$ cat config.mk
export PLATFORM = sky130hd
export DESIGN_NAME = cp0_exception_ctrl_flat
export DESIGN_NICKNAME = d
export VERILOG_FILES = /design/src/rtl/cp0_exception_ctrl_pkg.sv /design/src/rtl/cp0_exception_ctrl_if.sv /design/src/rtl/cp0_timer.sv /design/src/rtl/cp0_exception_ctrl.sv /design/src/flat_wrapper.sv
export SDC_FILE = /design/constraint.sdc
export NUM_CORES = 1
export LEC_CHECK = 0
export BUFFER_PORTS_ARGS = -buffer_cell sky130_fd_sc_hd__buf_2
export CORE_ASPECT_RATIO = 0.75
export CORE_MARGIN = 4
export CORE_UTILIZATION = 40
export CTS_BUF_LIST = sky130_fd_sc_hd__clkbuf_16
export DETAILED_ROUTE_END_ITERATION = 10
export PLACE_DENSITY = 0.67
export SLEW_MARGIN = 20
export SYNTH_ARGS = -nofsm -noshare
export SYNTH_HDL_FRONTEND = slang
export SYNTH_SLANG_ARGS = --single-unit
$ cat constraint.sdc
create_clock -name clk -period 8.2 [get_ports clk]
set_input_delay 0.41 -clock clk [delete_from_list [all_inputs] [get_ports clk]]
set_output_delay 0.41 -clock clk [all_outputs]
set_load 0.05 [all_outputs]
$ cat src/rtl/cp0_exception_ctrl_pkg.sv
// CP0 register map, exception codes, Status/Cause field layout and sequencer states.
// Shared by the exception sequencer and the Count/Compare timer.
package cp0_exception_ctrl_pkg;

   localparam logic [4:0] CP0_COUNT   = 5'd9;
   localparam logic [4:0] CP0_COMPARE = 5'd11;
   localparam logic [4:0] CP0_STATUS  = 5'd12;
   localparam logic [4:0] CP0_CAUSE   = 5'd13;
   localparam logic [4:0] CP0_EPC     = 5'd14;

   localparam logic [4:0] EXC_INT = 5'd0;
   localparam logic [4:0] EXC_SYS = 5'd8;

   localparam int ST_IE  = 0;
   localparam int ST_EXL = 1;
   localparam logic [31:0] STATUS_WMASK = 32'h0000_FF03;

   typedef enum logic {
      RUN   = 1'b0,
      FLUSH = 1'b1
   } cp0_state_t;

   // Cause layout: BD[31], IP[15:8], ExcCode[6:2]; everything else reads 0.
   function automatic logic [31:0] pack_cause(input logic bd, input logic [7:0] ip,
                                              input logic [4:0] code);
      return {bd, 15'b0, ip, 1'b0, code, 2'b00};
   endfunction

endpackage

$ cat src/rtl/cp0_exception_ctrl_if.sv
// Pipeline <-> CP0 bundle: MTC0/MFC0 strobes, exception-stage flags, interrupt lines, redirect.
// The pipeline side is the master; the CP0 block is the slave.
interface cp0_exception_ctrl_if;
   logic        CP0WE;
   logic [4:0]  CP0WAddr;
   logic [31:0] CP0WData;
   logic        CP0RE;
   logic [4:0]  CP0RAddr;
   logic        ExcSyscall;
   logic        IsEret;
   logic [31:0] ExcPC;
   logic        InDelaySlot;
   logic [4:0]  HwInt;
   logic [31:0] CP0RData;
   logic        ExcValid;
   logic [31:0] ExcTarget;
   logic        Flush;
   logic        TimerInt;

   modport master (
      output CP0WE, CP0WAddr, CP0WData, CP0RE, CP0RAddr,
             ExcSyscall, IsEret, ExcPC, InDelaySlot, HwInt,
      input  CP0RData, ExcValid, ExcTarget, Flush, TimerInt
   );

   modport slave (
      input  CP0WE, CP0WAddr, CP0WData, CP0RE, CP0RAddr,
             ExcSyscall, IsEret, ExcPC, InDelaySlot, HwInt,
      output CP0RData, ExcValid, ExcTarget, Flush, TimerInt
   );
endinterface

$ cat src/rtl/cp0_timer.sv
// Count/Compare timer: prescaled free-running Count, Compare match sets timer_pending.
// Writes land on the next edge; no backpressure.
module cp0_timer #(
   parameter int COUNT_DIV = 1
) (
   input  logic        clk,
   input  logic        rst_n,
   input  logic        count_we,
   input  logic        compare_we,
   input  logic [31:0] wdata,
   output logic [31:0] count,
   output logic [31:0] compare,
   output logic        timer_pending
);
   import cp0_exception_ctrl_pkg::*;

   localparam logic [7:0] DIV_LAST = 8'(COUNT_DIV - 1);

   logic [7:0] prescale;

   always_ff @(posedge clk) begin
      if (!rst_n) begin
         count         <= '0;
         compare       <= '0;
         prescale      <= '0;
         timer_pending <= 1'b0;
      end else begin
         // A software write restarts the prescale period along with Count.
         if (count_we) begin
            count    <= wdata;
            prescale <= '0;
         end else if (prescale == DIV_LAST) begin
            count    <= count + 32'd1;
            prescale <= '0;
         end else begin
            prescale <= prescale + 8'd1;
         end

         if (compare_we) begin
            compare       <= wdata;
            timer_pending <= 1'b0;
         end else if (count == compare) begin
            timer_pending <= 1'b1;
         end
      end
   end

endmodule

$ cat src/rtl/cp0_exception_ctrl.sv
// CP0 register file and exception sequencer: arbitrates interrupt > syscall > ERET, redirects PC.
// Redirect one cycle after acceptance, Flush held FLUSH_CYCLES; events/MTC0 during flush are dropped.
module cp0_exception_ctrl #(
   parameter logic [31:0] EXC_VECTOR   = 32'h0000_0380,
   parameter int          FLUSH_CYCLES = 2,
   parameter int          COUNT_DIV    = 1
) (
   input  logic                 clk,
   input  logic                 rst_n,
   cp0_exception_ctrl_if.slave  bus
);
   import cp0_exception_ctrl_pkg::*;

   localparam logic [3:0] FLUSH_LAST = 4'(FLUSH_CYCLES - 1);

   cp0_state_t  state;
   logic [3:0]  flush_cnt;
   logic [31:0] status_q;
   logic        cause_bd;
   logic [5:0]  cause_ip_hw;
   logic [1:0]  cause_ip_sw;
   logic [4:0]  cause_code;
   logic [31:0] epc;
   logic        exc_valid;
   logic [31:0] exc_target;
   logic        flush;

   logic [31:0] count;
   logic [31:0] compare;
   logic        timer_pending;

   logic [7:0]  cause_ip;
   logic [31:0] cause_val;
   logic        int_req;
   logic        in_run;
   logic        take_int;
   logic        take_sys;
   logic        take_eret;
   logic        take_exc;
   logic        accept;
   logic        wr_en;
   logic [31:0] sys_epc;
   logic [31:0] rdata;

   assign cause_ip  = {cause_ip_hw, cause_ip_sw};
   assign cause_val = pack_cause(cause_bd, cause_ip, cause_code);
   assign int_req   = status_q[ST_IE] & ~status_q[ST_EXL] & (|(cause_ip & status_q[15:8]));

   assign in_run    = (state == RUN);
   assign take_int  = in_run & int_req;
   assign take_sys  = in_run & ~int_req & bus.ExcSyscall;
   assign take_eret = in_run & ~int_req & ~bus.ExcSyscall & bus.IsEret;
   assign take_exc  = take_int | take_sys;
   assign accept    = take_exc | take_eret;

   // MTC0 belongs to the instruction being squashed when an exception is taken.
   assign wr_en   = bus.CP0WE & in_run & ~take_exc;
   assign sys_epc = bus.InDelaySlot ? (bus.ExcPC - 32'd4) : bus.ExcPC;

   cp0_timer #(
      .COUNT_DIV (COUNT_DIV)
   ) u_timer (
      .clk           (clk),
      .rst_n         (rst_n),
      .count_we      (wr_en & (bus.CP0WAddr == CP0_COUNT)),
      .compare_we    (wr_en & (bus.CP0WAddr == CP0_COMPARE)),
      .wdata         (bus.CP0WData),
      .count         (count),
      .compare       (compare),
      .timer_pending (timer_pending)
   );

   always_comb begin
      rdata = '0;
      if (bus.CP0RE) begin
         case (bus.CP0RAddr)
            CP0_COUNT:   rdata = count;
            CP0_COMPARE: rdata = compare;
            CP0_STATUS:  rdata = status_q;
            CP0_CAUSE:   rdata = cause_val;
            CP0_EPC:     rdata = epc;
            default:     rdata = '0;
         endcase
      end
   end

   always_ff @(posedge clk) begin
      if (!rst_n) begin
         state       <= RUN;
         flush_cnt   <= '0;
         status_q    <= '0;
         cause_bd    <= 1'b0;
         cause_ip_hw <= '0;
         cause_ip_sw <= '0;
         cause_code  <= '0;
         epc         <= '0;
         exc_valid   <= 1'b0;
         exc_target  <= '0;
         flush       <= 1'b0;
      end else begin
         cause_ip_hw <= {timer_pending, bus.HwInt};

         if (wr_en && bus.CP0WAddr == CP0_STATUS) status_q    <= bus.CP0WData & STATUS_WMASK;
         if (wr_en && bus.CP0WAddr == CP0_CAUSE)  cause_ip_sw <= bus.CP0WData[9:8];
         if (wr_en && bus.CP0WAddr == CP0_EPC)    epc         <= bus.CP0WData;

         // Event updates come last so they override any same-cycle MTC0 field.
         if (take_int) begin
            cause_code       <= EXC_INT;
            cause_bd         <= 1'b0;
            epc              <= bus.ExcPC;
            status_q[ST_EXL] <= 1'b1;
         end
         if (take_sys) begin
            cause_code       <= EXC_SYS;
            cause_bd         <= bus.InDelaySlot;
            if (!status_q[ST_EXL]) epc <= sys_epc;
            status_q[ST_EXL] <= 1'b1;
         end
         if (take_eret) status_q[ST_EXL] <= 1'b0;

         exc_valid <= accept;
         if (accept) exc_target <= take_eret ? epc : EXC_VECTOR;

         case (state)
            RUN: begin
               if (accept) begin
                  state     <= FLUSH;
                  flush     <= 1'b1;
                  flush_cnt <= FLUSH_LAST;
               end
            end
            FLUSH: begin
               if (flush_cnt == 4'd0) begin
                  state <= RUN;
                  flush <= 1'b0;
               end else begin
                  flush_cnt <= flush_cnt - 4'd1;
               end
            end
         endcase
      end
   end

   assign bus.CP0RData  = rdata;
   assign bus.ExcValid  = exc_valid;
   assign bus.ExcTarget = exc_target;
   assign bus.Flush     = flush;
   assign bus.TimerInt  = cause_ip_hw[5];

endmodule

$ cat src/flat_wrapper.sv
// flat-port wrapper written by rule: the top's interface ports become plain ports
module cp0_exception_ctrl_flat import cp0_exception_ctrl_pkg::*;
#(
   parameter logic [31:0] EXC_VECTOR   = 32'h0000_0380,
   parameter int          FLUSH_CYCLES = 2,
   parameter int          COUNT_DIV    = 1
)
  (clk, rst_n, bus_CP0WE, bus_CP0WAddr, bus_CP0WData, bus_CP0RE, bus_CP0RAddr, bus_ExcSyscall, bus_IsEret, bus_ExcPC, bus_InDelaySlot, bus_HwInt, bus_CP0RData, bus_ExcValid, bus_ExcTarget, bus_Flush, bus_TimerInt);
  cp0_exception_ctrl_if bus_i ();
  input  logic clk;
  input  logic rst_n;
  input wire logic [$bits(bus_i.CP0WE)-1:0] bus_CP0WE;
  input wire logic [$bits(bus_i.CP0WAddr)-1:0] bus_CP0WAddr;
  input wire logic [$bits(bus_i.CP0WData)-1:0] bus_CP0WData;
  input wire logic [$bits(bus_i.CP0RE)-1:0] bus_CP0RE;
  input wire logic [$bits(bus_i.CP0RAddr)-1:0] bus_CP0RAddr;
  input wire logic [$bits(bus_i.ExcSyscall)-1:0] bus_ExcSyscall;
  input wire logic [$bits(bus_i.IsEret)-1:0] bus_IsEret;
  input wire logic [$bits(bus_i.ExcPC)-1:0] bus_ExcPC;
  input wire logic [$bits(bus_i.InDelaySlot)-1:0] bus_InDelaySlot;
  input wire logic [$bits(bus_i.HwInt)-1:0] bus_HwInt;
  output wire logic [$bits(bus_i.CP0RData)-1:0] bus_CP0RData;
  output wire logic [$bits(bus_i.ExcValid)-1:0] bus_ExcValid;
  output wire logic [$bits(bus_i.ExcTarget)-1:0] bus_ExcTarget;
  output wire logic [$bits(bus_i.Flush)-1:0] bus_Flush;
  output wire logic [$bits(bus_i.TimerInt)-1:0] bus_TimerInt;
  assign bus_i.CP0WE = bus_CP0WE;
  assign bus_i.CP0WAddr = bus_CP0WAddr;
  assign bus_i.CP0WData = bus_CP0WData;
  assign bus_i.CP0RE = bus_CP0RE;
  assign bus_i.CP0RAddr = bus_CP0RAddr;
  assign bus_i.ExcSyscall = bus_ExcSyscall;
  assign bus_i.IsEret = bus_IsEret;
  assign bus_i.ExcPC = bus_ExcPC;
  assign bus_i.InDelaySlot = bus_InDelaySlot;
  assign bus_i.HwInt = bus_HwInt;
  assign bus_CP0RData = bus_i.CP0RData;
  assign bus_ExcValid = bus_i.ExcValid;
  assign bus_ExcTarget = bus_i.ExcTarget;
  assign bus_Flush = bus_i.Flush;
  assign bus_TimerInt = bus_i.TimerInt;
  cp0_exception_ctrl #(.EXC_VECTOR(EXC_VECTOR), .FLUSH_CYCLES(FLUSH_CYCLES), .COUNT_DIV(COUNT_DIV)) u_core (.clk(clk), .rst_n(rst_n), .bus(bus_i));
endmodule
==> metrics.txt, run 1 <==
run status completed; number of gates on the worst path with buffers counted 6; combined area of all synthesized cells 8710 sq um; type of the most critical hold path input pin to flip-flop; first element of the critical path u_core.cause_ip_hw[4]; launch instance of the worst register-to-register path u_core.cause_ip_hw[4]; met3 WL post-DR 4.56 mm; Post-synth EDFFs 0; worst setup slack for register-to-register paths 5.01 ns; top achievable clock speed 313 MHz; initial standard-cell utilization of the core 0.409; wire length of the first global-routing pass 48.3 mm; global placer's final weighted congestion 0.937; critical path class flip-flop to flip-flop; number of antenna violations at the first check in global routing 1; Internal Power 1.31 mW; power share of the sequential group 0.459; maximum number of pins on one net before global-route repair 61; slowest library cell on the worst path sky130_fd_sc_hd__a21o_1; placed cell count 1441; gate count of the mapped netlist 1070; area of the core 21300 sq um; post-CTS setup-driven buffer insertion count 0; Storage cell area 3280 sq um; leakage component of the power 3.79 nW; clock period minus worst slack 3.19 ns; crit path max fanout 24; Seq/Total Area, Yosys 0.377; final setup violation count 0; required time worst endpoint 8.52 ns; count of placed standard cells in the final layout, fillers left out 1473; clock tree from TritonCTS done; number of warnings reported in the yosys synthesis log 0; Hold EP u_core.cause_ip_hw[0]; cells along the critical path a22o_1 > a221oi_1 > a21o_1 > nand2_1 > o32ai_1 > nor4_1; die height 136 microns; maximum resistive drop on vdd 0.148 mV; vias in the first global route 8241; number of buffers created by CTS 17; buffering stage count on the worst path with inverters included 0; die span in x 178 microns; fin util 0.481; net switching power figure 585 uW; Tot Pwr 1.89 mW; Synth Register Bits 164; Synth Area per Inst 8.14 sq um; NumNets Final 1264; post-cts gate resize count 0; clk buf depth 2; reg2reg end u_core.epc[22]; syn nets 1162; antenna fix cells 0; total die area 24200 sq um; crit path capture type flip-flop; Comb pwr share 0.118; io pins 153; async set or reset register ratio after synthesis 0; Final HPWL DP 23.3 mm; Total Routing Usage GR 0.260; cell family with most CP delay compound AO/OA/AOI/OAI gates; Slew Viols, Final 0; max-cap check violation count 0; share of cells above drive strength 1 0.193; setup repair after global routing missed its margin false; summed negative setup slack over all endpoints 0 ns; post-place setup slack 4.85 ns; total via count in the routed design 8918; Core Rows 46; latest clock arrival within the worst-skew pair 0.44 ns; routed length on met2 12.7 mm; primary flip-flop cell chosen by synthesis mapping sky130_fd_sc_hd__dfxtp_1; input/output buffers 152; crit path setup slack, layout 5.01 ns; area of combinational cells with multiple inputs 5060 sq um; Residual DRC 0; Tightest Pin Transition 1.08 ns; fraction of power consumed by the clock network 0.424; count of cell types in the netlist 62; synth-to-layout area growth 17.7%; CTS root buffer sky130_fd_sc_hd__clkbuf_16; Max transition margin 0.280; number of endpoints with negative hold slack in the final report 0; aggregate routed wire length 32.0 mm; largest stage delay on the critical path 0.73 ns; Final Cycle Share 0.389; antenna-violating nets left 0; number of fill cells 2105; sum of overflow across all layers after global routing 0; via density per instance 6.05; Hold Path Depth 2; TritonCTS Sinks 164; Arrival @ worst endpoint 3.52 ns; clock-pin slew on the worst setup and hold paths 0.08 ns; wire length the detailed router placed on met1 14.1 mm; fraction of power spent switching nets 0.309; CTS H-tree lvls 4; top routing layer in use met5; number of cells traversed by the worst register-to-register path 6; cts-stage hold buffer count 0; number of iterations in the first detailed-routing pass 6; Iteration-0 DRC Markers 1431; final routed wire length divided by cell count 21.7 microns; category of the worst setup path launch point flip-flop; largest clock skew in the final design 0.00928 ns; Worst Min Path Start bus_HwInt[0]; Pwr per Cell Area 185 nW/um^2
==> power by group through the flow <==
stage	clock network (mW)	registers [mW]	logic [mW]
detailed placement	0	0.883	0.216
floorplan	0	0.881	0.116
global route	0.841	0.869	0.239
global placement	0	0.883	0.215
finish	0.803	0.869	0.223
CTS	0.808	0.865	0.217
==> layer usage <==
metal | vias to the layer above | GRT usage
met5 | - | 0
met2 | 581 | 0.352
met4 | 2 | 0.0695
li1 | 4141 | -
met1 | 4150 | 0.395
met3 | 44 | 0.0790
==> layout make-up <==
class | count | share of cell area
clock buffer | 17 | 0.0415
clock inverter | 15 | 0.0164
inverter | 19 | 0.00696
multi-input combinational | 803 | 0.494
sequential | 164 | 0.320
tap | 288 | 0.0352
timing repair buffer | 167 | 0.0852
==> placed cells by master, fill, tap and decap left out, types with 6 or more instances in the layout <==
cell type                     n
sky130_fd_sc_hd__nor2_1     125
sky130_fd_sc_hd__a221oi_1     6
sky130_fd_sc_hd__nand4_1     22
sky130_fd_sc_hd__a211oi_1    30
sky130_fd_sc_hd__o21ai_0     39
sky130_fd_sc_hd__a22oi_1     24
sky130_fd_sc_hd__nand2_1     95
sky130_fd_sc_hd__clkbuf_16   17
sky130_fd_sc_hd__nor3_1      26
sky130_fd_sc_hd__nand3_1     31
sky130_fd_sc_hd__buf_4       15
sky130_fd_sc_hd__and3_1      12
sky130_fd_sc_hd__xnor2_1     48
sky130_fd_sc_hd__or3_1       15
sky130_fd_sc_hd__xor2_1      22
sky130_fd_sc_hd__a21oi_1     80
sky130_fd_sc_hd__o221ai_1    13
sky130_fd_sc_hd__buf_2      152
sky130_fd_sc_hd__nor4_1      15
sky130_fd_sc_hd__o22ai_1      9
sky130_fd_sc_hd__or4_1        6
sky130_fd_sc_hd__a22o_1      53
sky130_fd_sc_hd__and2_1      11
sky130_fd_sc_hd__dfxtp_1    164
sky130_fd_sc_hd__ha_1         6
sky130_fd_sc_hd__mux2i_1     32
sky130_fd_sc_hd__inv_1       18
sky130_fd_sc_hd__a31oi_1      6
==> through the flow <==
stage | cell area [sq um] | hold WS [ns]
2_1_floorplan | 8710 | 0.429
3_3_place_gp | 9650 | 0.460
3_5_place_dp | 9650 | 0.459
4_1_cts | 10200 | 0.160
5_1_grt | 10200 | 0.161
6_report | 10200 | 0.170
==> synth_stat cells (3+ instances only) <==
library cell	count	area [sq um]
sky130_fd_sc_hd__nand3b_1	3	22.5
sky130_fd_sc_hd__buf_1	4	15.0
sky130_fd_sc_hd__nor2b_1	3	18.8
sky130_fd_sc_hd__a22oi_1	24	180
sky130_fd_sc_hd__ha_1	6	75.1
sky130_fd_sc_hd__a31oi_1	6	37.5
sky130_fd_sc_hd__nand4_1	22	138
sky130_fd_sc_hd__o211a_1	3	30.0
sky130_fd_sc_hd__o221ai_1	13	114
sky130_fd_sc_hd__nor3b_1	3	22.5
sky130_fd_sc_hd__o22ai_1	9	56.3
sky130_fd_sc_hd__and2_1	12	75.1
sky130_fd_sc_hd__and3_1	13	81.3
sky130_fd_sc_hd__a221oi_1	6	52.6
sky130_fd_sc_hd__or3_1	16	100
sky130_fd_sc_hd__a222oi_1	3	30.0
sky130_fd_sc_hd__o21ai_0	39	195
sky130_fd_sc_hd__a22o_1	53	464
sky130_fd_sc_hd__a21oi_1	80	400
sky130_fd_sc_hd__mux2i_1	32	320
sky130_fd_sc_hd__nand2b_1	4	25.0
sky130_fd_sc_hd__mux2_2	5	56.3
sky130_fd_sc_hd__clkbuf_1	77	289
sky130_fd_sc_hd__nand2_1	95	357
sky130_fd_sc_hd__or4_1	7	52.6
sky130_fd_sc_hd__xor2_1	22	193
sky130_fd_sc_hd__or2_2	4	25.0
sky130_fd_sc_hd__a311oi_1	4	35.0
sky130_fd_sc_hd__o221a_2	4	45.0
sky130_fd_sc_hd__a211oi_1	30	225
sky130_fd_sc_hd__nor4_1	16	100
sky130_fd_sc_hd__nor2_1	125	469
sky130_fd_sc_hd__o31ai_1	5	37.5
sky130_fd_sc_hd__o211ai_1	3	22.5
sky130_fd_sc_hd__xnor2_1	48	420
sky130_fd_sc_hd__nor3_1	27	135
sky130_fd_sc_hd__inv_1	18	67.6
sky130_fd_sc_hd__dfxtp_1	164	3280
sky130_fd_sc_hd__nand3_1	31	155
sky130_fd_sc_hd__a32o_1	3	30.0
==> state kept, by name (all words and copies together) (netlist names) <==
name and flops:
u_core.state 1, u_core.u_timer.compare 32, u_core.cause_bd 1, u_core.flush_cnt 4, u_core.status_q 10, u_core.bus.ExcValid 1, u_core.u_timer.timer_pending 1, u_core.bus.ExcTarget 32
u_core.cause_code 1, u_core.u_timer.count 32, u_core.cause_ip_hw 6, u_core.bus.Flush 1, u_core.epc 32, u_core.cause_ip_sw 2, u_core.u_timer.prescale 8
==> worst max path at each step <==
stage | to | slack, ns
after floorplan | bus_CP0RData[0] | 4.95
after global placement | u_core.bus.ExcTarget[22] | 4.93
after detailed placement | u_core.bus.ExcTarget[2] | 4.85
after CTS | u_core.bus.ExcTarget[31] | 4.79
after global routing | u_core.u_timer.count[24] | 4.81
final | u_core.epc[22] | 5.01
==> cells by family after synthesis <==
family | synth area share
AOI/OAI and AO/OA | 0.239
DFF | 0.377
muxes | 0.0433
adders and majority gates | 0.00862
and+or+nand+nor | 0.217
xor gates and xnor gates | 0.0704
buffers and inverters | 0.0448
(Power assumes the default switching activity.)
==> inputs of run 2 (changes only) <==
- PLACE_DENSITY: 0.67 -> 0.7
- clock period: 8.2 -> 2.75 ns (I/O delays scaled with it)
==> run 2 against run 1 <==
Clock power grew to 3.1 times the previous value. Combinational power rose to 3.4 times the previous value. Flip-flop and latch count unchanged. Sequential share of layout area decreased by 2.0 points. Clock skew down 0.0011 ns. Utilization up 3.2 points. Design area up 6.7%. Hold slack worse by 0.16 ns. Non-clock buffer count grew 74. Setup slack lost 5.0 ns. Count of clock-buffer cells in the layout unchanged. Register-to-register slack got worse by 5.0 ns.
==> metrics.txt, run 2 (synthesis gave the netlist of run 1 again) <==
Final Instance Area 10900 sq um; fraction of power consumed by the clock network 0.426; top library cells by usage in the layout, fill and taps aside sky130_fd_sc_hd__dfxtp_1, sky130_fd_sc_hd__buf_2, sky130_fd_sc_hd__nor2_1; Comb pwr share 0.130; setup repair after global routing missed its margin true; clk buf depth 2; clock-pin slew on the worst setup and hold paths 0.07 ns; required time worst endpoint 3.11 ns; largest clock skew in the final design 0.00819 ns; Worst Min Path Start bus_CP0WData[11]; number of buffers created by CTS 17; Pwr per Cell Area 529 nW/um^2; NumNets Final 1338; Internal Power 4.11 mW; crit path max fanout 4; number of gates on the worst path with buffers counted 8; Final Cycle Share 0.988; number of cells traversed by the worst register-to-register path 8; Max transition margin 0.532; worst setup slack for register-to-register paths 0.03 ns; vias in the first global route 8570; crit path capture type flip-flop; most prevalent standard cell on the critical path sky130_fd_sc_hd__or4b_4; die height 136 microns; Core Rows 46; total via count in the routed design 9171; synth-to-layout area growth 25.6%; total die area 24200 sq um; first element of the critical path u_core.u_timer.prescale[0]; Final HPWL DP 24.3 mm; critical path class flip-flop to flip-flop; die span in x 178 microns; reg2reg end u_core.u_timer.count[31]; launch instance of the worst register-to-register path u_core.u_timer.prescale[0]; top achievable clock speed 368 MHz; endpoint of the most critical setup path u_core.u_timer.count[31]; Tot Pwr 5.79 mW; maximum resistive drop on vdd 0.283 mV; slowest library cell on the worst path sky130_fd_sc_hd__or4b_4; number of fill cells 2048; sum of overflow across all layers after global routing 0; latest clock arrival within the worst-skew pair 0.44 ns; net switching power figure 1.69 mW; run status completed; TritonCTS Sinks 164; Total Routing Usage GR 0.265; number of antenna violations at the first check in global routing 0; Residual DRC 0; final routed wire length divided by cell count 21.2 microns; commonest non-fill, non-tap cell in the layout sky130_fd_sc_hd__dfxtp_1; power share of the sequential group 0.444; instance area at placement 10000 sq um; antenna-violating nets left 0; number of endpoints with negative hold slack in the final report 0; category of the worst setup path launch point flip-flop; cell family with most CP delay simple AND/OR/NAND/NOR gates; fraction of power spent switching nets 0.291; maximum number of pins on one net before global-route repair 61; number of iterations in the first detailed-routing pass 5; buffering stage count on the worst path with inverters included 1; Slew Viols, Final 0; final setup violation count 0; cells along the critical path inv_1 > ha_1 > or4b_4 > or4b_4 > or4_4 > nor4_4 > xnor2_1 > a211oi_2; largest stage delay on the critical path 0.56 ns; max-cap check violation count 0; summed negative setup slack over all endpoints 0 ns; CTS H-tree lvls 4; via density per instance 5.93; area of combinational cells with multiple inputs 5090 sq um; aggregate routed wire length 32.8 mm; CTS root buffer sky130_fd_sc_hd__clkbuf_16; wire length of the first global-routing pass 49.4 mm; initial standard-cell utilization of the core 0.409; input/output buffers 152; post-CTS setup-driven buffer insertion count 0; antenna fix cells 0; io pins 153; share of cells above drive strength 1 0.218; clock period minus worst slack 2.72 ns; type of the most critical hold path input pin to flip-flop; Arrival @ worst endpoint 3.08 ns; area of the core 21300 sq um; Iteration-0 DRC Markers 1093; Storage cell area 3280 sq um; clock tree from TritonCTS done; Tightest Pin Transition 0.702 ns; leakage component of the power 4.17 nW; global placer's final weighted congestion 0.920
==> run 2: layout make-up <==
type / instances / area share
Clock inverter: 15 / 0.0152
Tap cell: 288 / 0.0329
Timing Repair Buffer: 241 / 0.141
Multi-Input combinational cell: 803 / 0.465
Inverter: 19 / 0.00652
Sequential cell: 164 / 0.300
Clock buffer: 17 / 0.0389
==> run 2: routing by layer <==
layer,GRT usage,vias up,part of all wire
li1,-,4262,-
met1,0.393,4313,0.43
met2,0.368,543,0.41
met3,0.0857,53,0.14
met4,0.0690,0,0.018
met5,0,-,0
==> run 2: metrics by stage <==
step | std cells | worst slack, ns | hold WS, ns | util
after floorplan | 1070 | 0.00383 | 0.232 | -
after global placement | 1486 | 0.0112 | 0.348 | 0.471
after detailed placement | 1486 | -0.0416 | 0.348 | 0.471
after CTS | 1547 | 0.0426 | 0.000500 | 0.513
after global routing | 1547 | -0.0391 | 0.00964 | 0.514
final | 1547 | 0.0337 | 0.0108 | 0.514
==> run 2: worst min path at each step <==
stage | cells after the start | slack, ns | end
global placement | 2 | 0.35 | u_core.cause_ip_hw[0]
global route | 3 | 0.01 | u_core.u_timer.compare[28]
floorplan | 1 | 0.23 | u_core.epc[23]
finish | 3 | 0.01 | u_core.u_timer.compare[11]
CTS | 3 | 0.0005 | u_core.u_timer.compare[28]
detailed placement | 2 | 0.35 | u_core.cause_ip_hw[3]
==> run 2: power groups by stage <==
| stage | logic (mW) | registers (mW) | clock network [mW] |
|---|---|---|---|
| 6_report | 0.750 | 2.57 | 2.47 |
| 5_1_grt | 0.803 | 2.58 | 2.56 |
| 4_1_cts | 0.733 | 2.56 | 2.47 |
| 3_5_place_dp | 0.697 | 2.62 | 0 |
| 3_3_place_gp | 0.689 | 2.62 | 0 |
| 2_1_floorplan | 0.347 | 2.63 | 0 |
==> run 2: repair_timing <==
item                       CTS  global route
gates resized for setup      1             3
setup endpoints to repair    1             4
pin swaps                    1             0
hold buffers                29             0
hold endpoints to repair    29             0
==> run 2: worst register-to-register path, delay by kind of cell, from the launching register on <==
family,cells,cell delay (ns)
AO/OA/AOI/OAI,1,0.21
AND/OR/NAND/NOR,4,1.81
flip-flops,1,0.32
adder cells (fa/ha/maj),1,0.14
buffers and inverters,1,0.05
XOR/XNOR,1,0.12
